### config.mk
export PLATFORM = sky130hd
export DESIGN_NAME = timeout_timer
export DESIGN_NICKNAME = d
export VERILOG_FILES = /design/src/rtl/timer_pkg.sv /design/src/rtl/tick_gen.sv /design/src/rtl/timeout_timer.sv
export SDC_FILE = /design/constraint.sdc
export NUM_CORES = 1
export LEC_CHECK = 0
export BUFFER_PORTS_ARGS = -buffer_cell sky130_fd_sc_hd__buf_2
export CORE_ASPECT_RATIO = 2
export CORE_MARGIN = 2
export CORE_UTILIZATION = 62
export CTS_BUF_LIST = sky130_fd_sc_hd__clkbuf_8
export DETAILED_ROUTE_END_ITERATION = 6
export HOLD_SLACK_MARGIN = 0.08
export PLACE_DENSITY_LB_ADDON = 0.08
export SYNTH_ARGS = -nofsm -noshare
export SYNTH_HDL_FRONTEND = slang
export SYNTH_SLANG_ARGS = --single-unit
### constraint.sdc
create_clock -name clk -period 2.5 [get_ports clk]
set_input_delay 0.125 -clock clk [delete_from_list [all_inputs] [get_ports clk]]
set_output_delay 0.125 -clock clk [all_outputs]
set_load 0.005 [all_outputs]
### src/rtl/timer_pkg.sv
// Shared types and defaults for the timeout timer: state encoding, default
// parameters and a helper that converts a small integer to two BCD digits.
package timer_pkg;

  typedef enum logic [1:0] {
    RUN     = 2'b00,
    PAUSE   = 2'b01,
    EXPIRED = 2'b10
  } timer_state_t;

  localparam int TICK_DIV_DEF = 50_000_000;
  localparam int TIMEOUT_DEF  = 30;

  function automatic logic [7:0] to_bcd(input int value);
    return {4'((value / 10) % 10), 4'(value % 10)};
  endfunction

endpackage

### src/rtl/tick_gen.sv
// Clock prescaler: counts enabled cycles 0..TICK_DIV-1 and pulses tick on the
// wrap cycle. The count freezes while run is low and clears on clr.
module tick_gen
  import timer_pkg::*;
#(
  parameter int TICK_DIV = TICK_DIV_DEF
) (
  input  logic clk,
  input  logic rst,
  input  logic clr,
  input  logic run,
  output logic tick
);

  localparam int CNT_W = (TICK_DIV > 1) ? $clog2(TICK_DIV) : 1;
  localparam logic [CNT_W-1:0] LAST = CNT_W'(TICK_DIV - 1);

  logic [CNT_W-1:0] cnt_q, cnt_d;
  logic             wrap;

  assign wrap = (cnt_q == LAST);
  // Combinational so the pulse lands in the wrap cycle itself; reset gating
  // keeps it low while rst is high even when TICK_DIV is 1.
  assign tick = run && !clr && !rst && wrap;

  // NOTE: every signal driven in always_comb gets a default first so no latch is inferred.
  always_comb begin
    cnt_d = cnt_q;
    if (clr) begin
      cnt_d = '0;
    end else if (run) begin
      cnt_d = wrap ? '0 : cnt_q + CNT_W'(1);
    end
  end

  // NOTE: sequential state uses non-blocking assignments only.
  always_ff @(posedge clk or posedge rst) begin
    if (rst) begin
      cnt_q <= '0;
    end else begin
      cnt_q <= cnt_d;
    end
  end

endmodule

### src/rtl/timeout_timer.sv
// Timeout timer for the vending controller: seconds countdown from TIMEOUT with
// latched t0 flag. Optional BCD display copy when TIMER_BCD_EN is defined.
module timeout_timer
  import timer_pkg::*;
#(
  parameter int TICK_DIV = TICK_DIV_DEF,
  parameter int TIMEOUT  = TIMEOUT_DEF,
  parameter int SEC_W    = 8
) (
  input  logic             clk,
  input  logic             rst,
  input  logic             rst_timer,
  input  logic             enable,
  output logic             t0,
  output logic             tick,
  output logic [SEC_W-1:0] remaining,
  output logic [1:0]       timer_state
`ifdef TIMER_BCD_EN
  ,
  output logic [7:0]       remaining_bcd
`endif
);

  if (TICK_DIV < 1) begin : g_bad_div
    $error("timeout_timer: TICK_DIV must be at least 1");
  end
  if (TIMEOUT < 1 || TIMEOUT >= (1 << SEC_W)) begin : g_bad_timeout
    $error("timeout_timer: TIMEOUT must be in 1 .. 2**SEC_W-1");
  end

  localparam logic [SEC_W-1:0] TIMEOUT_V = SEC_W'(TIMEOUT);

  timer_state_t     state_q, state_d;
  logic [SEC_W-1:0] remaining_q, remaining_d;
  logic             t0_q, t0_d;
  logic             run, tick_w, dec;

  // The prescaler advances on every enabled cycle, including the one that
  // leaves PAUSE, so each disabled cycle costs exactly one cycle.
  assign run = !rst_timer && enable && (state_q == RUN || state_q == PAUSE);
  assign dec = tick_w && (remaining_q != '0);

  tick_gen #(.TICK_DIV(TICK_DIV)) u_tick_gen (
    .clk  (clk),
    .rst  (rst),
    .clr  (rst_timer),
    .run  (run),
    .tick (tick_w)
  );

  always_comb begin
    state_d     = state_q;
    remaining_d = remaining_q;
    t0_d        = t0_q;
    if (rst_timer) begin
      state_d     = RUN;
      remaining_d = TIMEOUT_V;
      t0_d        = 1'b0;
    end else begin
      case (state_q)
        RUN, PAUSE: begin
          if (tick_w && remaining_q == SEC_W'(1)) begin
            state_d     = EXPIRED;
            remaining_d = '0;
            t0_d        = 1'b1;
          end else begin
            if (dec) remaining_d = remaining_q - SEC_W'(1);
            state_d = enable ? RUN : PAUSE;
          end
        end
        EXPIRED: state_d = EXPIRED;
        default: state_d = RUN;
      endcase
    end
  end

  always_ff @(posedge clk or posedge rst) begin
    if (rst) begin
      state_q     <= RUN;
      remaining_q <= TIMEOUT_V;
      t0_q        <= 1'b0;
    end else begin
      state_q     <= state_d;
      remaining_q <= remaining_d;
      t0_q        <= t0_d;
    end
  end

  assign t0          = t0_q;
  assign tick        = tick_w;
  assign remaining   = remaining_q;
  assign timer_state = state_q;

`ifdef TIMER_BCD_EN
  if (TIMEOUT > 99) begin : g_bad_bcd
    $error("timeout_timer: TIMER_BCD_EN needs TIMEOUT <= 99");
  end

  localparam logic [7:0] BCD_INIT = to_bcd(TIMEOUT);

  logic [3:0] tens_q, tens_d, ones_q, ones_d;

  always_comb begin
    tens_d = tens_q;
    ones_d = ones_q;
    if (rst_timer) begin
      {tens_d, ones_d} = BCD_INIT;
    end else if (dec) begin
      if (ones_q == 4'd0) begin
        ones_d = 4'd9;
        tens_d = tens_q - 4'd1;
      end else begin
        ones_d = ones_q - 4'd1;
      end
    end
  end

  always_ff @(posedge clk or posedge rst) begin
    if (rst) begin
      {tens_q, ones_q} <= BCD_INIT;
    end else begin
      tens_q <= tens_d;
      ones_q <= ones_d;
    end
  end

  assign remaining_bcd = {tens_q, ones_q};
`endif

endmodule

---- Word-level counts from Yosys, hierarchy flattened ----
Cells that the tools add are included.
cells by class
  $add $sub $neg .......................... 2
  equality and inequality tests ........... 4
  mux-type cells .......................... 14
  reduce and logical (&&, ||, !) cells .... 19
operators with widths
  operator                                             count
  2-to-1 mux 26 bit                                    3
  2-to-1 mux 8 bit                                     4
  adder 26 x 1 -> 26 bit, second input constant        1
  equality test 26 bit, second input constant          1
  equality test 8 x 1 -> 1 bit, second input constant  1
  nonzero test 8 bit                                   1
  subtractor 8 x 1 -> 8 bit, second input constant     1
  logical AND 1 bit                                    7
  nonzero test 2 bit                                   3
  2-to-1 mux 1 bit                                     4
  2-to-1 mux 2 bit                                     2
  case mux 2 bit (2 select lines)                      1
  AND reduction 2 bit                                  2
  nonzero test 3 bit                                   1
  equality test 2 x 1 -> 1 bit, second input constant  1
  equality test 2 bit, second input constant           1
  zero test 1 bit                                      2
  zero test 2 bit                                      1
  OR reduction 2 bit                                   1
  logical OR 1 bit                                     1
storage, ports and cells
  bits in registers ....................... 37
  input port bits ......................... 4
  output and inout bits ................... 12
  word-level logic and storage cells ...... 43

---- Depth between registers and ports, before layout ----
Gate-level depths: netlist of run 1.
  depth after elaboration ................. 11
  mapped depth ............................ 8
  depth with buffers taken out ............ 7

---- Cells and area by module ----
From an unflattened synthesis of run 1, not the netlist that was laid out.
second synthesis, totals
  cells, all modules ...................... 252
  area total of the unflattened synthesis .. 2280.9 sq um
by module, submodules not included
  module         times used  cells each  area an instance (sq um)  sequential area each (sq um)
  tick_gen       1           183         1607.8                    650.6
  timeout_timer  1           69          673.1                     280.3

---- Least setup slack after synthesis of run 1 ----
No wires, ideal clock.
  path kind ............................... reg2reg
  from .................................... register u_tick_gen.cnt_q[7]
  to ...................................... register remaining_q[4], in the netlist remaining[4]
  library setup time ...................... 0.077 ns
  arrival ................................. 1.980 ns
  required time ........................... 2.423 ns
  setup slack ............................. 0.443 ns
  stages on the path, launching flop included .. 7
  path buffers ............................ 1
  period minus slack after synthesis ...... 2.057 ns
  cells stage by stage .................... dfrtp_1 -> buf_6 -> nor4b_4 -> nor4b_4 -> nand2_2 -> or4_1 -> a21o_1
on the way
  word-level cells in the longest chain between the ends .. 6
  elaborated cells between the ends (all ways) .. 9
  classes of those cells .................. eq/ne: 1; mux: 3; reduce/logical: 5
ends and longest elaborated chain
  element                 line                 source
  start, declared         tick_gen.sv:18       logic [CNT_W-1:0] cnt_q, cnt_d;
  start signal, assigned  tick_gen.sv:41       cnt_q <= cnt_d;
  equality test 26 bit *  tick_gen.sv:21       assign wrap = (cnt_q == LAST);
  logical AND 1 bit *     tick_gen.sv:24       assign tick = run && !clr && !rst && wrap;
  logical AND 1 bit       timeout_timer.sv:62  if (tick_w && remaining_q == SEC_W'(1)) begin
  2-to-1 mux 8 bit        timeout_timer.sv:62
  2-to-1 mux 8 bit        timeout_timer.sv:60  case (state_q)
  2-to-1 mux 8 bit        timeout_timer.sv:55  if (rst_timer) begin
  end signal, assigned    timeout_timer.sv:84  remaining_q <= remaining_d;
  end, declared           timeout_timer.sv:34  logic [SEC_W-1:0] remaining_q, remaining_d;
Every way passes the cells marked *; elsewhere a longest branch is shown, timed or not. The select of a mux whose other input is x is not followed.
A chain may end at the register's enable or synchronous reset.

---- Final worst setup path of run 1 ----
  from .................................... register u_tick_gen.cnt_q[11]
  to ...................................... register remaining_q[6], in the netlist remaining[6]
Same word-level chain as after synthesis.

==> results of run 1 <==
## layout by cell type (no fill, tap or decap), drive strengths merged, types with 2 or more instances in the layout
cell and count:
a21o 4, a21oi 18, a22o 2, a22oi 2, a31oi 4, and2 4, and3 4, and4 5
buf 27, clkbuf 6, dfrtp 33, dfstp 4, dlygate4sd3 2, ha 3, inv 9, nand2 15
nand2b 9, nand3 12, nand3b 2, nand4 14, nor2 20, nor3 7, nor4 7, nor4b 3
o21ai 13, o31a 2, o31ai 2, or3 8, or4 8, or4b 2, xnor2 3, xor2 8
## sequential cells by signal, indices dropped and copies added (netlist names)
register	cells
timer_state	2
t0	1
u_tick_gen.cnt_q	26
remaining	8
## final cells by class
type,count,area (sq um)
Multi-Input combinational cell,192,1250
Fill cell,313,1020
Sequential cell,37,931
Timing Repair Buffer,29,185
Clock buffer,6,82.6
Tap cell,49,61.3
Inverter,7,26.3
Clock inverter,2,7.51
## stage by stage
step           util [%]  hold slack [ns]  setup slack (ns)
6_report           71.4            0.224             0.204
3_5_place_dp       68.3            0.318             0.227
4_1_cts            71.4            0.222             0.203
5_1_grt            71.4            0.228            0.0772
3_3_place_gp       68.3            0.315             0.271
2_1_floorplan         -            0.196             0.443
## layer usage
layer  up-vias  routed length (microns)  GRT usage [%]
met3        25                      191           4.85
met2        63                     3270           58.5
li1        977                        -              -
met5         -                        0              0
met4         0                      331           19.9
met1      1002                     2120           32.0
## logic make-up (layout without fill, tap and decap cells)
| group | after synthesis | in the layout | synth area share, % |
|---|---|---|---|
| flops | 37 | 37 | 41.0 |
| xor+xnor | 11 | 11 | 4.25 |
| simple gates | 124 | 124 | 34.5 |
| compound gates | 53 | 53 | 14.3 |
| fa+ha+maj | 3 | 3 | 1.65 |
| buf+inv | 19 | 44 | 3.75 |
| mux | 1 | 1 | 0.496 |
## worst max-delay path by stage
stage / endpoint / from / slack [ns] / cells past startpoint
after floorplan: remaining[4] / u_tick_gen.cnt_q[7] / 0.44 / 6
after global placement: remaining[7] / u_tick_gen.cnt_q[11] / 0.27 / 5
after detailed placement: remaining[7] / u_tick_gen.cnt_q[11] / 0.23 / 5
after CTS: remaining[7] / u_tick_gen.cnt_q[11] / 0.20 / 5
after global routing: remaining[6] / u_tick_gen.cnt_q[11] / 0.08 / 5
final: remaining[6] / u_tick_gen.cnt_q[11] / 0.20 / 5
## power breakdown
part / internal, mW / switching [mW] / total (mW) / leakage [nW]
logic: 0.0204 / 0.0436 / 0.0640 / 0.526
registers: 0.603 / 0.00391 / 0.606 / 0.501
clock network: 0.216 / 0.195 / 0.411 / 0.0538
total: 0.839 / 0.243 / 1.08 / 1.08
## cell usage after synthesis (3+ instances only)
cell and instances:
a21o_1 4, a21oi_1 18, a31oi_1 4, and2_1 4, and3_1 3, and4_1 5
clkbuf_1 8, dfrtp_1 33, dfstp_2 4, ha_1 3, inv_1 7, nand2_1 14
nand2b_1 9, nand3_1 11, nand4_1 12, nor2_1 20, nor3_1 7, nor4_1 7
o21ai_0 12, or3_1 8, or4_1 7, xnor2_1 3, xor2_1 8
## critical path, stage by stage, from the launching register on
cell and delay (ns):
dfrtp_1 0.46, nor4b_2 0.37, and4_1 0.45, nand3_2 0.25, or4b_1 0.54, a21oi_1 0.15
==> results.toml, run 1 <==
[sta]
clock-skew-final_ns = 0.00610
post-route-min-period_ns = 2.30
fin_crit_sh_pct = 91.8
relSlewSlack_pct = 50.2
drv_slew = 0
setup_viol = 0
fin_setup_tns_ns = 0
finalHoldViolCount = 0
clock.fmax_mhz = 435
rsz0062_at_grt = "false"
worst_slew_pin_slew_ns = 0.745

[layout]
finalNonFillerCells = 322
design_area_sq_um = 2550
nNetsFinal = 279
drive_above_1_share_pct = 17.9
syn_to_final_growth_pct = 12.2
antenna_cells = 0

[outcome]
status = "finished clean"

[floorplanning]
die_y_microns = 89.5
start_util_pct = 63.6
design.die.area_sq_um = 4190
core_area_sq_um = 3570
floorplan.rows = 31
dieWidth_microns = 46.8
io_pins = 16

[clock_network]
cts_resized = 0
cts.hold.buffers_added = 2
cts_max_path_buffers = 2
htree_levels = 2
clock_latency_ns = 0.29
cts_tree = "done"
cts_root_buffer = "clkbuf_8"
cts.clk_slew.worst_paths_ns = 0.07
cts_sinks = 37
postCtsSetupBuffers = 0
cts_inserted_buffers = 5

[logic_synthesis]
synth_cell_types = 53
netlist_instances = 248
synth_ff_type = "dfrtp_1"
synth_edf_count = 0
yosysSeqAreaShare_pct = 41.0
synthTopCellsByArea = "dfrtp_1 (36%), dfstp_2 (4.6%), a21oi_1 (4.0%)"
netlist_area_sq_um = 2270
yosysTopAreaCell = "dfrtp_1"
synthesis.nets = 255
yosysWarnings = 0
ys_seq_elements = 37
synthArstFlopShare_pct = 100
syn_area_per_cell_sq_um = 9.15
synth.top_cell.area_share_pct = 36.4

[drt]
avgViaCountPerCell = 6.42
drcViolationCount = 0
drtIter0Drc = 69
wirelength_microns = 5910
drtPass1Iterations = 4
antenna_left = 0
drt-wirelength-per-cell_microns = 18.3
vias = 2067

[power_and_ir_drop]
p_leak_nw = 1.08
powerDensity_nw_per_um2 = 425
ir_drop_v = 0.000319
finalPower_mw = 1.08

[worst_setup_path]
crit_fanout = 10
r2r_cells = 5
crit_type = "reg2reg"
crit_required_ns = 2.71
worstReg2RegStart = "u_tick_gen.cnt_q[11]"
rr_endpoint = "remaining[6]"
worstSetupEndpointType = "flop"
rrSetupSlack_ns = 0.20
arrival_ns = 2.51
worst_setup_path_start_kind = "flop"

[global_routing]
grt_usage_pct = 32.3
grt_pass1_vias = 2043
grt_pass1_wl_microns = 9570
antenna_found_initial = 0
grt_max_degree = 22
grt_overflow = 0

[place]
post-dp-hpwl_microns = 4460
placed_cells = 312
gp_congestion = 0.924
io_buffers = 15
placed_cell_area_sq_um = 2440

[min_path]
whs_endpoint = "u_tick_gen.cnt_q[18]"
holdPathStages = 2
hp-class = "in2reg"
hp-start = "rst_timer"

[run]
drv_cap = 0
Power figures use the tool's default switching activity.
==> run 2, diff against run 1 <==
--- a/constraint.sdc
+++ b/constraint.sdc
@@ -3,2 +3,2 @@
 set_output_delay 0.125 -clock clk [all_outputs]
-set_load 0.005 [all_outputs]
+set_load 0.05 [all_outputs]
==> results.toml, run 2 (synthesis results as in run 1) <==
[floorplanning]
io_pins = 16
dieWidth_microns = 46.8
die_y_microns = 89.5
core_area_sq_um = 3570
design.die.area_sq_um = 4190
floorplan.rows = 31
start_util_pct = 63.6

[power_and_ir_drop]
ir_drop_v = 0.000319
powerDensity_nw_per_um2 = 426
p_leak_nw = 1.08
finalPower_mw = 1.09

[worst_setup_path]
crit_fanout = 10
crit_required_ns = 2.38
worstSetupEndpointType = "primary output"
crit_type = "reg2out"
worst_setup_path_start_kind = "flop"
arrival_ns = 2.24

[global_routing]
grt_usage_pct = 32.3
antenna_found_initial = 0
grt_overflow = 0
grt_max_degree = 22
grt_pass1_wl_microns = 9570
grt_pass1_vias = 2043

[drt]
drtIter0Drc = 71
avgViaCountPerCell = 6.43
wirelength_microns = 5900
drtPass1Iterations = 4
drcViolationCount = 0
drt-wirelength-per-cell_microns = 18.3
vias = 2071
antenna_left = 0

[sta]
rsz0062_at_grt = "false"
setup_ws_ns = 0.140
fin_crit_sh_pct = 94.4
clock.fmax_mhz = 424
clock-skew-final_ns = 0.00646
worst_slew_pin_slew_ns = 0.747
drv_slew = 0
post-route-min-period_ns = 2.36
relSlewSlack_pct = 50.2
finalHoldViolCount = 0
setup_viol = 0
fin_setup_tns_ns = 0
whs_ns = 0.222

[clock_network]
cts_tree = "done"
cts_max_path_buffers = 2
htree_levels = 2
clock_latency_ns = 0.29
cts.clk_slew.worst_paths_ns = 0.07
cts_root_buffer = "clkbuf_8"
cts_inserted_buffers = 5
cts_sinks = 37
postCtsSetupBuffers = 0

[place]
post-dp-hpwl_microns = 4460
gp_congestion = 0.924
dp_slack_ns = 0.227
placed_cell_area_sq_um = 2440
io_buffers = 15

[layout]
drive_above_1_share_pct = 18.3
nNetsFinal = 279
design_area_sq_um = 2550
regMostFlops = "u_tick_gen.cnt_q"
antenna_cells = 0
fillerInstances = 312
final_cell_mix = "dfrtp_1 (33), nor2_1 (20), a21oi_1 (18)"
layout_commonest_cell = "dfrtp_1"
largest_reg_flops = 26
syn_to_final_growth_pct = 12.3

[run]
drv_cap = 0

[min_path]
hp-class = "in2reg"

[outcome]
status = "finished clean"
-- run 2: layout make-up --
cell class	instances	area (sq um)	area share, %
Clock inverter	2	7.51	0.295
Tap cell	49	61.3	2.41
Inverter	7	26.3	1.03
Clock buffer	6	82.6	3.24
Multi-Input combinational cell	192	1250	49.2
Timing Repair Buffer	29	185	7.27
Sequential cell	37	931	36.5
-- run 2: critical path, cell delays in order, from the launching register on --
cell and delay, ns:
dfrtp_1 0.47, nor4b_2 0.37, and4_2 0.40, nand3_2 0.21, inv_1 0.20, buf_2 0.29
-- run 2: routing by layer --
layer / track usage [%] / wire (microns) / vias up
li1: - / - / 978
met1: 32.0 / 2100 / 1001
met2: 58.5 / 3260 / 67
met3: 4.85 / 203 / 25
met4: 19.9 / 331 / 0
met5: 0 / 0 / -
-- run 2: worst paths after layout --
check,from,endpoint,slack (ns),depth (start not counted)
worst max-delay path,u_tick_gen.cnt_q[11],tick,0.14,5
worst min-delay path,rst_timer,u_tick_gen.cnt_q[18],0.22,2
worst max register to register,u_tick_gen.cnt_q[11],remaining[6],0.28,5
worst min register to register,timer_state[1],timer_state[0],0.49,1
max in group asynchronous,rst,remaining[1],1.20,4
min in group asynchronous,rst,u_tick_gen.cnt_q[11],0.54,3
-- run 2: power by group --
group	internal, mW	total (mW)	switching (mW)
clock network	0.216	0.413	0.196
registers	0.603	0.606	0.00391
logic	0.0205	0.0670	0.0466
total	0.839	1.09	0.247
-- run 2: repair_timing --
item | 4_1_cts | 5_1_grt
gates resized for setup | 0 | 1
endpoints found under the setup margin | 0 | 1
endpoints found under the hold margin | 16 | 0
hold buffers | 2 | 0
-- run 2: stage by stage --
stage	instances	util, %
floorplan	248	-
global placement	312	68.3
detailed placement	312	68.3
CTS	322	71.4
global route	322	71.4
finish	322	71.4
==> run 3, diff against run 2 <==
Settings changed: SYNTH_HIERARCHICAL set to 1.
==> results.toml, run 3 <==
[logic_synthesis]
synth_ff_type = "dfrtp_1"
synthArstFlopShare_pct = 100
synth_top_family_by_area = "simple AND/OR/NAND/NOR gates"
yosysMostFrequentCell = "dfrtp_1"
syn_area_per_cell_sq_um = 9.05
netlist_instances = 252
yosys.area_share.simple_pct = 33.5
synth_common_cells = "dfrtp_1 (33), nand2_1 (23), a21oi_1 (18), nand3_1 (18), nor2_1 (17)"
synthMuxAreaShare_pct = 0.878
ys_seq_elements = 37
synth_cell_types = 55
yosysSeqAreaShare_pct = 40.8
yosysTopAreaCell = "dfrtp_1"
synthTopCellsByArea = "dfrtp_1 (36%), dfstp_2 (4.6%), a21oi_1 (3.9%)"
synth.top_cell.area_share_pct = 36.2
synthesis.nets = 260
netlist_area_sq_um = 2280
synthAdderAreaFrac_pct = 2.19
synth_compound_area_share_pct = 17.4
yosysWarnings = 6
synth_xor_area_share_pct = 1.92
synth_edf_count = 0

[power_and_ir_drop]
powerDensity_nw_per_um2 = 397
p_leak_nw = 1.05
finalPower_mw = 1.10
ir_drop_v = 0.000365

[layout]
fin_util_pct = 77.4
nNetsFinal = 303
fillerInstances = 273
syn_to_final_growth_pct = 21.1
largest_reg_flops = 26
drive_above_1_share_pct = 25.7
final_cell_mix = "dfrtp_1 (32), buf_4 (26), nand2_1 (22)"
finalNonFillerCells = 345
regMostFlops = "u_tick_gen/cnt_q"
antenna_cells = 0
layout_commonest_cell = "dfrtp_1"

[drt]
wirelength_microns = 6640
antenna_left = 0
drt-wirelength-per-cell_microns = 19.2
avgViaCountPerCell = 6.55
drtIter0Drc = 102
vias = 2260
drtPass1Iterations = 5
drcViolationCount = 0

[floorplanning]
dieWidth_microns = 46.9
start_util_pct = 63.9
io_pins = 16
design.die.area_sq_um = 4210
core_area_sq_um = 3570
floorplan.rows = 31
die_y_microns = 89.8

[clock_network]
cts_max_path_buffers = 2
cts_inserted_buffers = 5
cts.clk_slew.worst_paths_ns = 0.07
cts_root_buffer = "clkbuf_8"
cts_tree = "done"
clock_latency_ns = 0.29
cts_sinks = 37
htree_levels = 2

[global_routing]
grt_pass1_vias = 2223
grt_max_degree = 38
grt_overflow = 0
grt_pass1_wl_microns = 10600
antenna_found_initial = 0
grt_usage_pct = 34.2

[worst_setup_path]
crit_required_ns = 2.72
worstSetupEndpointType = "flop"
crit_top_cell = "nor4_4"
worst-path-buf-inv = 0
slowest_stage = "or4b_4"
arrival_ns = 2.70
worst_setup_path_start_kind = "flop"
slowest_delay_ns = 0.53
crit_chain = "or4b_4, nor4_4, nand2_2, nor4_4, nor2b_4, nand3_2, or4_1, a21oi_1"
cp_top_family = "simple AND/OR/NAND/NOR gates"
crit_type = "reg2reg"
crit_fanout = 4

[place]
dp_slack_ns = 0.0851
io_buffers = 15
gp_congestion = 0.931
post-dp-hpwl_microns = 4520
placed_cells = 329

[sta]
setup_ws_ns = 0.0196
finalHoldViolCount = 0
fin_crit_sh_pct = 99.2
post-route-min-period_ns = 2.48
clock-skew-final_ns = 0.00259
worst_slew_pin_slew_ns = 0.910
setup_viol = 0
relSlewSlack_pct = 39.3
clock.fmax_mhz = 403
whs_ns = 0.375
rsz0062_at_grt = "true"
drv_slew = 0

[min_path]
hp-class = "in2reg"

[outcome]
status = "finished clean"

[run]
drv_cap = 0
[run 3: layer usage]
metal / wire, microns / part of all wire (%) / global-route usage [%] / up-vias
met2: 3750 / 56 / 58.9 / 115
met5: 0 / 0 / 0 / -
met1: 2220 / 33 / 36.3 / 1072
met3: 354 / 5.3 / 5.62 / 32
li1: - / - / - / 1041
met4: 309 / 4.7 / 18.5 / 0
[run 3: repair_timing]
| item | in CTS | in global routing |
|---|---|---|
| hold endpoints to repair | 34 | 0 |
| gates resized for setup | 0 | 5 |
| endpoints found under the setup margin | 0 | 6 |
| buffers inserted | 0 | 6 |
| hold buffers | 2 | 0 |
[run 3: worst register-to-register path: stages, from the launching register on]
cell	delay (ns)
dfrtp_1	0.40
or4b_4	0.53
nor4_4	0.19
nand2_2	0.12
nor4_4	0.18
nor2b_4	0.22
nand3_2	0.11
or4_1	0.53
a21oi_1	0.13
[run 3: worst paths after layout]
check / depth (start not counted) / end / start / slack, ns
min: 5 / u_tick_gen/cnt_q[9] / rst_timer / 0.38
min reg2reg: 2 / t0 / t0 / 0.52
max in group asynchronous: 3 / remaining[2] / rst / 1.73
max: 8 / remaining[7] / u_tick_gen/cnt_q[10] / 0.02
max reg2reg: 8 / remaining[7] / u_tick_gen/cnt_q[10] / 0.02
min in group asynchronous: 3 / t0 / rst / 0.44
[run 3: where the power goes]
group	total [mW]	internal [mW]	switching (mW)
clock network	0.421	0.217	0.205
registers	0.605	0.602	0.00286
logic	0.0699	0.0185	0.0514
total	1.10	0.837	0.259
[run 3: area by class of cell]
cell class	instances	area [sq um]	share of cell area [%]
clock buffers	6	82.6	2.99
well taps	49	61.3	2.22
inverters	12	45.0	1.63
flip-flops and latches	37	932	33.8
repair buffers	44	302	10.9
multi-input cells	195	1330	48.2
clock inverters	2	7.51	0.272
[run 3: cells by family (layout without fill, tap and decap cells)]
group / after synthesis / count (layout)
simple gates: 128 / 128
xor+xnor: 5 / 5
flops: 37 / 37
fa+ha+maj: 4 / 4
compound gates: 56 / 56
mux: 2 / 2
buf+inv: 20 / 64
[run 3: through the flow]
step / cell area, sq um / TNS (ns)
3_3_place_gp: 2580 / 0
6_report: 2760 / 0
4_1_cts: 2700 / 0
5_1_grt: 2760 / -0.298
3_5_place_dp: 2580 / 0
2_1_floorplan: 2330 / -3.01
